[src/rtl/term_issue_queue.sv]
// Age-ordered, collapsing issue queue for terminate micro-ops.
// Index 0 is the oldest entry; the lowest-index ready entry is issued.
module term_issue_queue #(
  parameter int unsigned DEPTH = 4,
  parameter int unsigned TAG_W = 5
) (
  input  logic             clk,
  input  logic             rst,
  input  logic             enq_valid,
  output logic             enq_ready,
  input  logic [3:0]       enq_opcode,
  input  logic [7:0]       enq_offset,
  input  logic [3:0]       enq_immediate,
  input  logic [TAG_W-1:0] enq_base_tag,
  input  logic             enq_base_rdy,
  input  logic [TAG_W-1:0] enq_flag_tag,
  input  logic             enq_flag_rdy,
  input  logic [4:0]       enq_rob,
  input  logic [7:0]       enq_arch_dest,
  input  logic [9:0]       enq_phys_dest,
  input  logic             wake_valid,
  input  logic [TAG_W-1:0] wake_tag,
  input  logic             flush,
  output logic             iss_valid,
  input  logic             iss_ready,
  output logic [3:0]       iss_opcode,
  output logic [7:0]       iss_offset,
  output logic [3:0]       iss_immediate,
  output logic [TAG_W-1:0] iss_base_tag,
  output logic [TAG_W-1:0] iss_flag_tag,
  output logic [4:0]       iss_rob,
  output logic [7:0]       iss_arch_dest,
  output logic [9:0]       iss_phys_dest,
  output logic [3:0]       count
);

  localparam int unsigned IDX_W = $clog2(DEPTH);

  typedef struct packed {
    logic             valid;
    logic             base_rdy;
    logic             flag_rdy;
    logic [3:0]       opcode;
    logic [7:0]       offset;
    logic [3:0]       immediate;
    logic [TAG_W-1:0] base_tag;
    logic [TAG_W-1:0] flag_tag;
    logic [4:0]       rob;
    logic [7:0]       arch_dest;
    logic [9:0]       phys_dest;
  } entry_t;

  entry_t           ent_q [DEPTH];
  entry_t           ent_d [DEPTH];
  entry_t           woken [DEPTH+1];
  entry_t           new_ent;
  logic [3:0]       count_q, count_d;
  logic [DEPTH-1:0] rdy;
  logic [IDX_W-1:0] sel;
  logic             any_rdy;
  logic             iss_fire, enq_fire;
  logic [3:0]       wpos;

  always_comb begin
    rdy     = '0;
    sel     = '0;
    any_rdy = 1'b0;
    for (int unsigned i = 0; i < DEPTH; i++) begin
      rdy[i] = ent_q[i].valid & ent_q[i].base_rdy & (ent_q[i].flag_rdy | ent_q[i].opcode[0]);
      if (rdy[i] && !any_rdy) begin
        sel     = IDX_W'(i);
        any_rdy = 1'b1;
      end
    end
  end

  assign enq_ready = (count_q < 4'(DEPTH));
  assign iss_valid = any_rdy & ~flush;
  assign iss_fire  = iss_valid & iss_ready;
  assign enq_fire  = enq_valid & enq_ready & ~flush;
  assign wpos      = count_q - {3'b000, iss_fire};
  assign count     = count_q;

  assign iss_opcode    = ent_q[sel].opcode;
  assign iss_offset    = ent_q[sel].offset;
  assign iss_immediate = ent_q[sel].immediate;
  assign iss_base_tag  = ent_q[sel].base_tag;
  assign iss_flag_tag  = ent_q[sel].flag_tag;
  assign iss_rob       = ent_q[sel].rob;
  assign iss_arch_dest = ent_q[sel].arch_dest;
  assign iss_phys_dest = ent_q[sel].phys_dest;

  always_comb begin
    new_ent           = '0;
    new_ent.valid     = 1'b1;
    new_ent.base_rdy  = enq_base_rdy | (wake_valid & (enq_base_tag == wake_tag));
    new_ent.flag_rdy  = enq_flag_rdy | (wake_valid & (enq_flag_tag == wake_tag));
    new_ent.opcode    = enq_opcode;
    new_ent.offset    = enq_offset;
    new_ent.immediate = enq_immediate;
    new_ent.base_tag  = enq_base_tag;
    new_ent.flag_tag  = enq_flag_tag;
    new_ent.rob       = enq_rob;
    new_ent.arch_dest = enq_arch_dest;
    new_ent.phys_dest = enq_phys_dest;
  end

  // Wakeup is applied before collapsing so a shifted entry keeps its new rdy bits;
  // the extra top slot is an empty entry that shifts into the vacated position.
  always_comb begin
    for (int unsigned i = 0; i < DEPTH; i++) begin
      woken[i] = ent_q[i];
      if (wake_valid && ent_q[i].valid && (ent_q[i].base_tag == wake_tag))
        woken[i].base_rdy = 1'b1;
      if (wake_valid && (ent_q[i].flag_tag == wake_tag))
        woken[i].flag_rdy = 1'b1;
    end
    woken[DEPTH] = '0;

    for (int unsigned i = 0; i < DEPTH; i++) begin
      if (iss_fire && (IDX_W'(i) >= sel))
        ent_d[i] = woken[i+1];
      else
        ent_d[i] = woken[i];
      if (enq_fire && (4'(i) == wpos))
        ent_d[i] = new_ent;
      if (flush)
        ent_d[i].valid = 1'b0;
    end

    if (flush)
      count_d = '0;
    else
      count_d = count_q + {3'b000, enq_fire} - {3'b000, iss_fire};
  end

  always_ff @(posedge clk or posedge rst) begin
    if (rst) begin
      for (int unsigned i = 0; i < DEPTH; i++)
        ent_q[i] <= '0;
      count_q <= '0;
    end else begin
      for (int unsigned i = 0; i < DEPTH; i++)
        ent_q[i] <= ent_d[i];
      count_q <= count_d;
    end
  end

endmodule

[config.mk]
export PLATFORM = sky130hd
export DESIGN_NAME = term_issue_queue
export DESIGN_NICKNAME = d
export VERILOG_FILES = /design/src/rtl/term_issue_queue.sv
export SDC_FILE = /design/constraint.sdc
export NUM_CORES = 1
export LEC_CHECK = 0
export CAP_MARGIN = 25
export CELL_PAD_IN_SITES_DETAIL_PLACEMENT = 1
export CELL_PAD_IN_SITES_GLOBAL_PLACEMENT = 2
export CORE_MARGIN = 10
export CORE_UTILIZATION = 35
export CTS_BUF_LIST = sky130_fd_sc_hd__clkbuf_4
export DETAILED_ROUTE_END_ITERATION = 8
export GPL_TIMING_DRIVEN = 1
export HOLD_SLACK_MARGIN = 0.02
export PLACE_DENSITY_LB_ADDON = 0.25
export SLEW_MARGIN = 20
export SYNTH_ARGS = -nofsm -noshare
export SYNTH_HDL_FRONTEND = slang
export SYNTH_SLANG_ARGS = --single-unit
export TNS_END_PERCENT = 50
[constraint.sdc]
create_clock -name clk -period 20.1 [get_ports clk]
set_clock_uncertainty 0.1 [all_clocks]
set_input_delay 2.01 -clock clk [delete_from_list [all_inputs] [get_ports clk]]
set_output_delay 2.01 -clock clk [all_outputs]
set_load 0.01 [all_outputs]
After elaboration in Yosys (flattened, before gate mapping)
Index checks and enable logic that the tools add are counted.
{"block": "op_classes", "n_mux": 31, "add_sub_neg": 3, "bitwise": 22, "magnitude_cmp": 6, "reduce_logical": 37, "eq_ne": 13}
{"op": "52-bit 2-to-1 mux", "count": 8}
{"op": "52-bit binary-select mux with 2-bit select", "count": 1}
{"op": "49-bit 2-to-1 mux", "count": 2}
{"op": "5-bit == test", "count": 10}
{"op": "1-bit logical AND", "count": 23}
{"op": "3-bit nonzero test", "count": 6}
{"op": "1-bit 2-to-1 mux", "count": 17}
{"op": "1-bit AND", "count": 14}
{"op": "2-bit by 4-bit == test with 1-bit output (first input constant)", "count": 2}
{"op": "2-bit nonzero test", "count": 4}
{"op": "4-bit by 1-bit subtractor with 4-bit output", "count": 2}
{"op": "1-bit OR", "count": 6}
{"op": "4-bit by 1-bit adder with 4-bit output", "count": 1}
{"op": "1-bit by 4-bit == test with 1-bit output (first input constant)", "count": 1}
{"op": "1-bit by 2-bit >= comparator with 1-bit output (first input constant)", "count": 2}
{"op": "2-bit >= comparator (first input constant)", "count": 2}
{"op": "4-bit logical NOT", "count": 1}
{"op": "4-bit by 3-bit < comparator with 1-bit output (second input constant)", "count": 1}
{"op": "2-bit 2-to-1 mux", "count": 2}
{"op": "4-bit 2-to-1 mux", "count": 1}
{"op": "3-bit >= comparator (second input constant)", "count": 1}
{"op": "1-bit logical NOT", "count": 3}
{"op": "2-bit NOT with 3-bit output", "count": 1}
{"op": "1-bit NOT", "count": 1}
{"block": "totals", "reg_bits": 212, "out_inout_bits": 55, "elab_cells": 157}

Depth between registers and ports, before layout
Gate-level depths: netlist of the first run.
{"block": "depth", "depth_word": 19, "ltp_mapped": 14, "depth_no_buf": 12}

Worst setup path after synthesis of the first run
OpenSTA, ideal clock, no wires.
{"block": "synth_timing", "kind": "input to output", "from": "in flush", "to": "out iss_valid", "path_buffers": 1, "setup_slack_ns": 15.608, "arrival_time_ns": 2.382, "stages": 2, "cell_sequence": "clkbuf_1 -> nor2_1"}
{"block": "synth_between", "elab_chain_len": 2}
{"item": "start: declaration", "line_no": "23", "text": "input logic flush,"}
{"item": "1-bit NOT", "line_no": "78", "text": "assign iss_valid = any_rdy & ~flush;"}
{"item": "1-bit AND", "line_no": "78"}
{"item": "end: declaration", "line_no": "24", "text": "output logic iss_valid,"}
No other way between the ends.

Worst setup path after layout of the first run
{"block": "layout_timing", "from": "reg ent_q[201] (netlist name)", "to": "out iss_arch_dest[6]"}
{"block": "layout_between", "elab_chain_len": 16, "elab_cells_between_ends": 18, "classes_between": "mux (9); bitwise (3); reduce/logical (6)"}
{"item": "start: declaration", "line_no": "53", "text": "entry_t ent_q [DEPTH];"}
{"item": "start signal: indexed assignment", "line_no": "144", "text": "ent_q[i] <= ent_d[i];"}
{"item": "1-bit OR *", "line_no": "69", "text": "rdy[i] = ent_q[i].valid & ent_q[i].base_rdy & (ent_q[i].flag_rdy | ent_q[i].opcode[0]);"}
{"item": "1-bit AND *", "line_no": "69"}
{"item": "1-bit 2-to-1 mux *", "line_no": "70", "text": "if (rdy[i] && !any_rdy) begin"}
{"item": "1-bit logical NOT", "line_no": "70"}
{"item": "1-bit logical AND", "line_no": "70"}
{"item": "1-bit 2-to-1 mux", "line_no": "70"}
{"item": "1-bit logical NOT", "line_no": "70"}
{"item": "1-bit logical AND", "line_no": "70"}
{"item": "1-bit 2-to-1 mux", "line_no": "70"}
{"item": "1-bit logical NOT", "line_no": "70"}
{"item": "1-bit logical AND", "line_no": "70"}
{"item": "2-bit 2-to-1 mux *", "line_no": "70"}
{"item": "2-bit NOT with 3-bit output (implied by the code) *", "line_no": "90", "text": "assign iss_arch_dest = ent_q[sel].arch_dest;"}
{"item": "52-bit binary-select mux with 2-bit select *", "line_no": "90"}
{"item": "49-bit 2-to-1 mux * (2 in series)"}
{"item": "end: declaration", "line_no": "32", "text": "output logic [7:0] iss_arch_dest,"}
Every way passes the cells marked *; elsewhere a longest branch is shown, timed or not. The select of a mux whose other input is x is not followed.

==> metrics.md, run 1 <==
| Metric | Value |
|---|---|
| Status | `complete, no violations` |
| Die Wd | `204 um` |
| Actual slew at the worst max-slew pin | `0.902 ns` |
| FF+latch area | `roughly 5300 sq um` |
| First-pass GRT wire length | `62.7 mm` |
| Delay of the slowest critical-path stage | `0.83 ns` |
| Peak VDD IR | `roughly 47 uV` |
| Clock transition at path regs | `0.06 ns` |
| I/O Pins | `117` |
| TritonCTS buffer count | `68` |
| Nets | `1506` |
| Avg WL per Cell | `between 20 and 25 um` |
| Synth top area cells | `dfrtp_1 (45%), mux2i_1 (12%), nand2_1 (8.1%)` |
| Crit-path cells | `o211ai_4 > nand2_2 > a21oi_4 > buf_4 > a211oi_1 > a31oi_1 > clkdlybuf4s50_1` |
| Cts repair resizes | `0` |
| LEAKAGE | `5.59 nW` |
| Die Ht | `204 um` |
| Via/cell ratio | `5.29` |
| Critical-path top delay cell | `buf_4` |
| EDFF count, synth | `0` |
| Number of cells on the critical path | `7` |
| Initial antenna violation count | `3` |
| Max Buffers Root-to-Sink | `3` |
| Global router's overall resource usage | `18.9%` |
| Max_slew headroom | `approximately two fifths` |
| H-tree depth | `3` |
| Crit end category | `output port` |
| Layout fillers | `3859` |
| Max FO, Critical Path | `70` |
| Critical Path RT | `17.99 ns` |
| Antenna Violating Nets Remaining | `0` |
| Top cell type's share of synthesized area | `44.9%` |
| DR pass1 iterations | `5` |
| Hold WC Path Type | `reg -> reg` |
| CTS Sinks | `about 210` |
| Fmax | `~0.15 GHz` |
| Seq/Total Area, Yosys | `44.9%` |
| Multi-input gate area | `between 6000 and 7000 sq um` |
| Site Rows | `67` |
| Yosys cell types | `49` |
| Critical path class | `reg -> out` |
| DP HPWL | `23.7 mm` |
| Area grow syn2layout | `18.9%` |
| Bufs and invs on worst path | `2` |
| Fin. max-slew vios | `0` |
| Power Density | `about 120 nW/um^2` |
| RSZ-0062 raised after global routing | `no` |
| Primary FF master, synth | `dfrtp_1` |
| Placer Congestion | `0.785` |
| WL final | `39.1 mm` |
| Hold_buf cts | `0` |
| Hold Slack | `around 0.44 ns` |
| Crit path launch type | `flip-flop` |
| Final setup fails | `0` |
| Share of cells above drive strength 1 | `about a tenth` |
| Post-synthesis instance total | `1331` |
| Worst skew pair latency | `roughly 0.68 ns` |
| Cell taking the most area after synthesis | `dfrtp_1` |
| Die area | `just over 40000 sq um` |
| Post-Syn Area | `11800 sq um` |
| Syn_area_per_cell | `8.87 sq um` |
| Drc violations | `0` |
| CORE AREA | `33400 sq um` |
| Synth warn | `0` |
| Worst hold path cell count | `2` |
| Critical Path AT | `4.34 ns` |
| Power, Total | `between 1.5 and 2 mW` |
| Initial Util | `35.3%` |
| CTS tree | `built` |
| Largest delay share family, worst path | `compound AO/OA/AOI/OAI gates` |
| Final Critical Period | `~6.5 ns` |
| Final Hold Fails | `0` |
| Tcrit/Tclk final | `32.1%` |
| Via count | `10.1k` |
| DRT iter0 DRCs | `457` |
| Synthesized flop and latch total | `roughly 210` |
| Reg2reg path depth | `11` |
| Setup tns final | `0 ns` |
| Post-CTS Setup Inserts | `0` |
| Net count after synthesis | `between 1k and 1.5k` |
| Global route total overflow | `0` |
| Max_cap viols | `0` |
| Fraction of registers with async set/reset | `100%` |
| Number of global-route vias before repair | `11.0k` |
| Register-to-Register Setup Slack | `15.97 ns` |
| Largest net degree at the start of global routing | `101` |
| PortBufs | `116` |
| Clock root buffer | `clkbuf_4` |
## metal layers
metal	global-route usage, %	vias to the layer above	wire length (um)
met5	0	-	13
met4	5.01	2	661
met3	4.20	60	1670
met2	31.0	163	18300
met1	24.7	5075	18400
li1	-	4831	-
## area by class of cell
class / instances / area share (%)
timing repair buffer: 135 / 9.43
sequential: 212 / 37.8
clock buffer: 97 / 5.19
tap: 448 / 3.99
antenna: 2 / 0.0356
multi-input combinational: 999 / 42.9
inverter: 18 / 0.535
clock inverter: 4 / 0.107
## cells in the mapped netlist, types with 2 or more instances
cell type / instances
clkbuf_1: 42
nor4_1: 8
mux2i_1: 147
nand3b_1: 2
dfrtp_1: 212
a31oi_1: 50
xnor2_1: 13
xor2_1: 31
o21ai_0: 90
nor3_1: 2
a211oi_1: 49
a31o_2: 5
a41oi_1: 2
ha_1: 9
o211a_1: 2
and2_1: 47
o31ai_1: 4
nand3_1: 3
a222oi_1: 3
nor2b_1: 10
nor2_1: 118
buf_2: 47
a21oi_1: 111
nand4_1: 3
inv_1: 18
buf_1: 4
buf_4: 9
a22o_1: 2
nand2b_1: 3
o211ai_1: 3
a2111oi_0: 2
o21ai_1: 9
nand2_1: 254
o211ai_2: 2
## final timing paths
path	start	to
setup / recovery	ent_q[201]	iss_arch_dest[6]
hold reg to reg	ent_q[16]	ent_q[16]
setup reg to reg	ent_q[97]	ent_q[102]
max in group asynchronous	rst	ent_q[143]
min in group asynchronous	rst	ent_q[181]
hold / removal	ent_q[16]	ent_q[16]
## registers in the layout, summed over array words and instances, names as in the netlist
signal	count
ent_q	208
count	4
## logic make-up after synthesis
kind of cell	after synthesis	synth area share [%]
compound gates	341	17.1
xor+xnor	44	3.26
fa+ha+maj	10	1.12
buf+inv	120	4.60
flops	212	44.9
mux	148	12.6
simple gates	456	16.4
## power breakdown
group,internal [mW],leakage (nW),switching [mW]
sequential,0.595,2.72,0.140
clock,0.216,0.458,0.191
combinational,0.297,2.42,0.288
## through the flow
stage               instances  setup slack [ns]  utilization, %  cell area [sq um]
floorplan                1331             12.20               -              11800
global placement         1811             14.32            39.7              13300
detailed placement       1812             14.27            39.7              13300
CTS                      1913             13.57            42.0              14000
global route             1914             13.30            42.0              14000
finish                   1915             13.65            42.0              14000
## worst min-delay path: stages (launching register included)
cell     delay (ns)
dfrtp_1        0.39
nand2_1        0.06
o21ai_1        0.05
## layout by cell type, fill, tap and decap left out, drive strengths merged, types with 10 or more instances in the layout
cell type,count
a211oi,49
buf,19
nor2,118
nor2b,10
clkbuf,97
o21ai,100
clkdlybuf4s50,116
a31oi,50
and2,47
mux2i,147
xnor2,13
a21oi,112
dfrtp,212
nand2,255
inv,20
xor2,31
Power figures use the tool's default switching activity.
==> run 2: changes to the inputs <==
Settings changed: CORE_UTILIZATION 35 to 33.
Clock period 20.1 ns to 5.45 ns, I/O delays scaled along.
==> run 2 against run 1 <==
Global-route usage fell by 1.2 points. Utilization fell by 2.0 points. Power rose to 3.7 times the previous value. Critical path type unchanged. Final area rose by 1.0%. Sequential power rose to 3.7 times the previous value. First-iteration DRC count fell by 9.2%. Worst setup slack got worse by 13 ns. Hold slack got worse by 0.17 ns. Cell count rose by 1.3%. Register-to-register slack got worse by 15 ns. Via count fell by 0.73%. Sequential share of layout area fell by 0.39 points. Critical endpoint is now iss_opcode[0].
==> metrics.md, run 2 (synthesized netlist as in run 1, its figures left out) <==
| Metric | Value |
|---|---|
| Initial Util | `33.3% (-2.0 points)` |
| Delay of the slowest critical-path stage | `0.67 ns (-0.16 ns)` |
| Max_cap viols | `0 (unchanged)` |
| Actual slew at the worst max-slew pin | `1.08 ns (+0.178 ns)` |
| CTS Sinks | `212 (unchanged)` |
| Max reg flops | `208 (unchanged)` |
| Critical Path RT | `4.81 ns (-13.18 ns)` |
| Hold WC Path Type | `in -> async` |
| Switching pwr | `2.30 mW (+270%)` |
| Avg WL per Cell | `20.1 um (-1.7%)` |
| Final setup fails | `0 (unchanged)` |
| Peak VDD IR | `178 uV (+280%)` |
| Fin. max-slew vios | `0 (unchanged)` |
| First-pass GRT wire length | `62.6 mm (about the same)` |
| Global router's overall resource usage | `17.7% (-1.2 points)` |
| Cts repair resizes | `0 (unchanged)` |
| DRT iter0 DRCs | `415 (-9.2%)` |
| Placement Cell Area | `13400 sq um (+0.47%)` |
| Via/cell ratio | `5.19 (-2.0%)` |
| Clock transition at path regs | `0.06 ns (about the same)` |
| Die area | `43800 sq um (+5.5%)` |
| Post-CTS Setup Inserts | `0 (unchanged)` |
| Worst skew pair latency | `0.69 ns (about the same)` |
| LEAKAGE | `5.65 nW (+1.1%)` |
| Initial antenna violation count | `2 (-1)` |
| Die Wd | `209 um (+2.7%)` |
| Site Rows | `69 (+3.0%)` |
| CTS tree | `built` |
| H-tree depth | `3 (unchanged)` |
| Critical path class | `reg -> out` |
| Power, Total | `6.43 mW (+270%)` |
| Placer Congestion | `0.759 (-3.3%)` |
| Sequential share of power | `42.2% (-0.4 points)` |
| Placed insts | `1826 (+0.77%)` |
| Max Buffers Root-to-Sink | `3 (unchanged)` |
| Status | `complete, no violations` |
| Antenna Violating Nets Remaining | `0 (unchanged)` |
| Largest net degree at the start of global routing | `162 (+60%)` |
| Clock root buffer | `clkbuf_4` |
| WL final | `38.9 mm (-0.44%)` |
| Pint | `4.13 mW (+270%)` |
| Critical-path top delay cell | `a21oi_4` |
| PortBufs | `116 (unchanged)` |
| Via count | `10.1k (-0.73%)` |
| TritonCTS buffer count | `66 (-2.9%)` |
| Crit end category | `output port` |
| Post-Layout Cell Count | `1939 (+1.3%)` |
| Drc violations | `0 (unchanged)` |
| Multi-input gate area | `6030 sq um (unchanged)` |
| Post-layout util | `40.0% (-2.0 points)` |
| Max FO, Critical Path | `54 (-23%)` |
| Area grow syn2layout | `20.1%` |
| R2r startpoint | `ent_q[101]` |
| FF+latch area | `5310 sq um (unchanged)` |
| Combinational Power Share | `33.4% (-0.4 points)` |
| Final Hold Fails | `0 (unchanged)` |
| Layout fillers | `4135 (+7.2%)` |
| Nets | `1506 (unchanged)` |
| Crit path launch | `ent_q[201]` |
| Tcrit/Tclk final | `84.7%` |
| Max_slew headroom | `28.0% (-12 points)` |
| DP HPWL | `23.5 mm (-0.69%)` |
| Hold_buf cts | `0 (unchanged)` |
| CORE AREA | `35500 sq um (+6.1%)` |
| Most frequent cells in the layout | `nand2_1 (253), dfrtp_1 (212), mux2i_1 (147)` |
| I/O Pins | `117 (unchanged)` |
| Final instance area | `14200 sq um (+1.0%)` |
| Crit path launch type | `flip-flop` |
| Power Density | `454 nW/um^2 (+270%)` |
| Number of global-route vias before repair | `10.9k (-0.73%)` |
| Share of cells above drive strength 1 | `9.89% (+0.54 points)` |
| Global route total overflow | `0 (unchanged)` |
| Crit-path cells | `o211ai_4 > nand2_2 > a21oi_4 > buf_12 > a211oi_1 > a31oi_1 > clkdlybuf4s50_1` |
| Critical Path AT | `3.97 ns (-0.37 ns)` |
| RSZ-0062 raised after global routing | `no` |
| Reg with most FFs | `ent_q` |
| Final Critical Period | `4.62 ns` |
| Die Ht | `209 um (+2.7%)` |
| Fmax | `about 0.22 GHz` |
| Commonest non-fill, non-tap cell in the layout | `nand2_1` |
| DR pass1 iterations | `4 (-1)` |
| Switching share of power | `35.8% (-0.046 points)` |
| Setup tns final | `0 ns (unchanged)` |
| Clock Power Share | `24.4% (+0.8 points)` |
[run 2: through the flow]
stage	hold WS (ns)	setup WS (ns)
global route	0.361	0.629
floorplan	0.410	2.05
global placement	0.433	1.41
detailed placement	0.447	1.26
CTS	0.325	0.800
finish	0.268	0.834
[run 2: layer usage]
metal  wire length (um)  track usage, %
met1              18400            23.3
met3               1590            3.79
met5                  0               0
met4                666            5.16
met2              18300            28.5
[run 2: cell type report]
type	count	area share, %
Antenna cell	2	0.0353
Clock buffer	102	5.40
Clock inverter	8	0.229
Inverter	18	0.503
Multi-Input combinational cell	999	42.5
Sequential cell	212	37.4
Tap cell	461	4.07
Timing Repair Buffer	137	9.88
[run 2: path summary, 6_finish.rpt]
path	cells after the start	slack, ns	to
hold reg to reg	2	0.45	ent_q[21]
setup reg to reg	12	1.40	ent_q[153]
max in group asynchronous	3	4.09	ent_q[5]
hold / removal	3	0.27	ent_q[175]
setup / recovery	7	0.83	iss_opcode[0]
min in group clk	3	0.40	ent_q[43]
[run 2: critical path: cells and delay by family (launching register included)]
kind,cells,cell delay [ns]
AOI/OAI and AO/OA,4,1.66
and+or+nand+nor,1,0.20
DFF,1,0.42
buffers and inverters,2,0.99
[run 2: power by group through the flow]
| stage | registers, mW | logic, mW | clock network (mW) |
|---|---|---|---|
| 2_1_floorplan | 2.57 | 1.42 | 0 |
| 3_3_place_gp | 2.72 | 2.12 | 0 |
| 3_5_place_dp | 2.74 | 2.19 | 0 |
| 4_1_cts | 2.72 | 2.19 | 1.65 |
| 5_1_grt | 2.82 | 2.42 | 1.74 |
| 6_report | 2.72 | 2.15 | 1.57 |
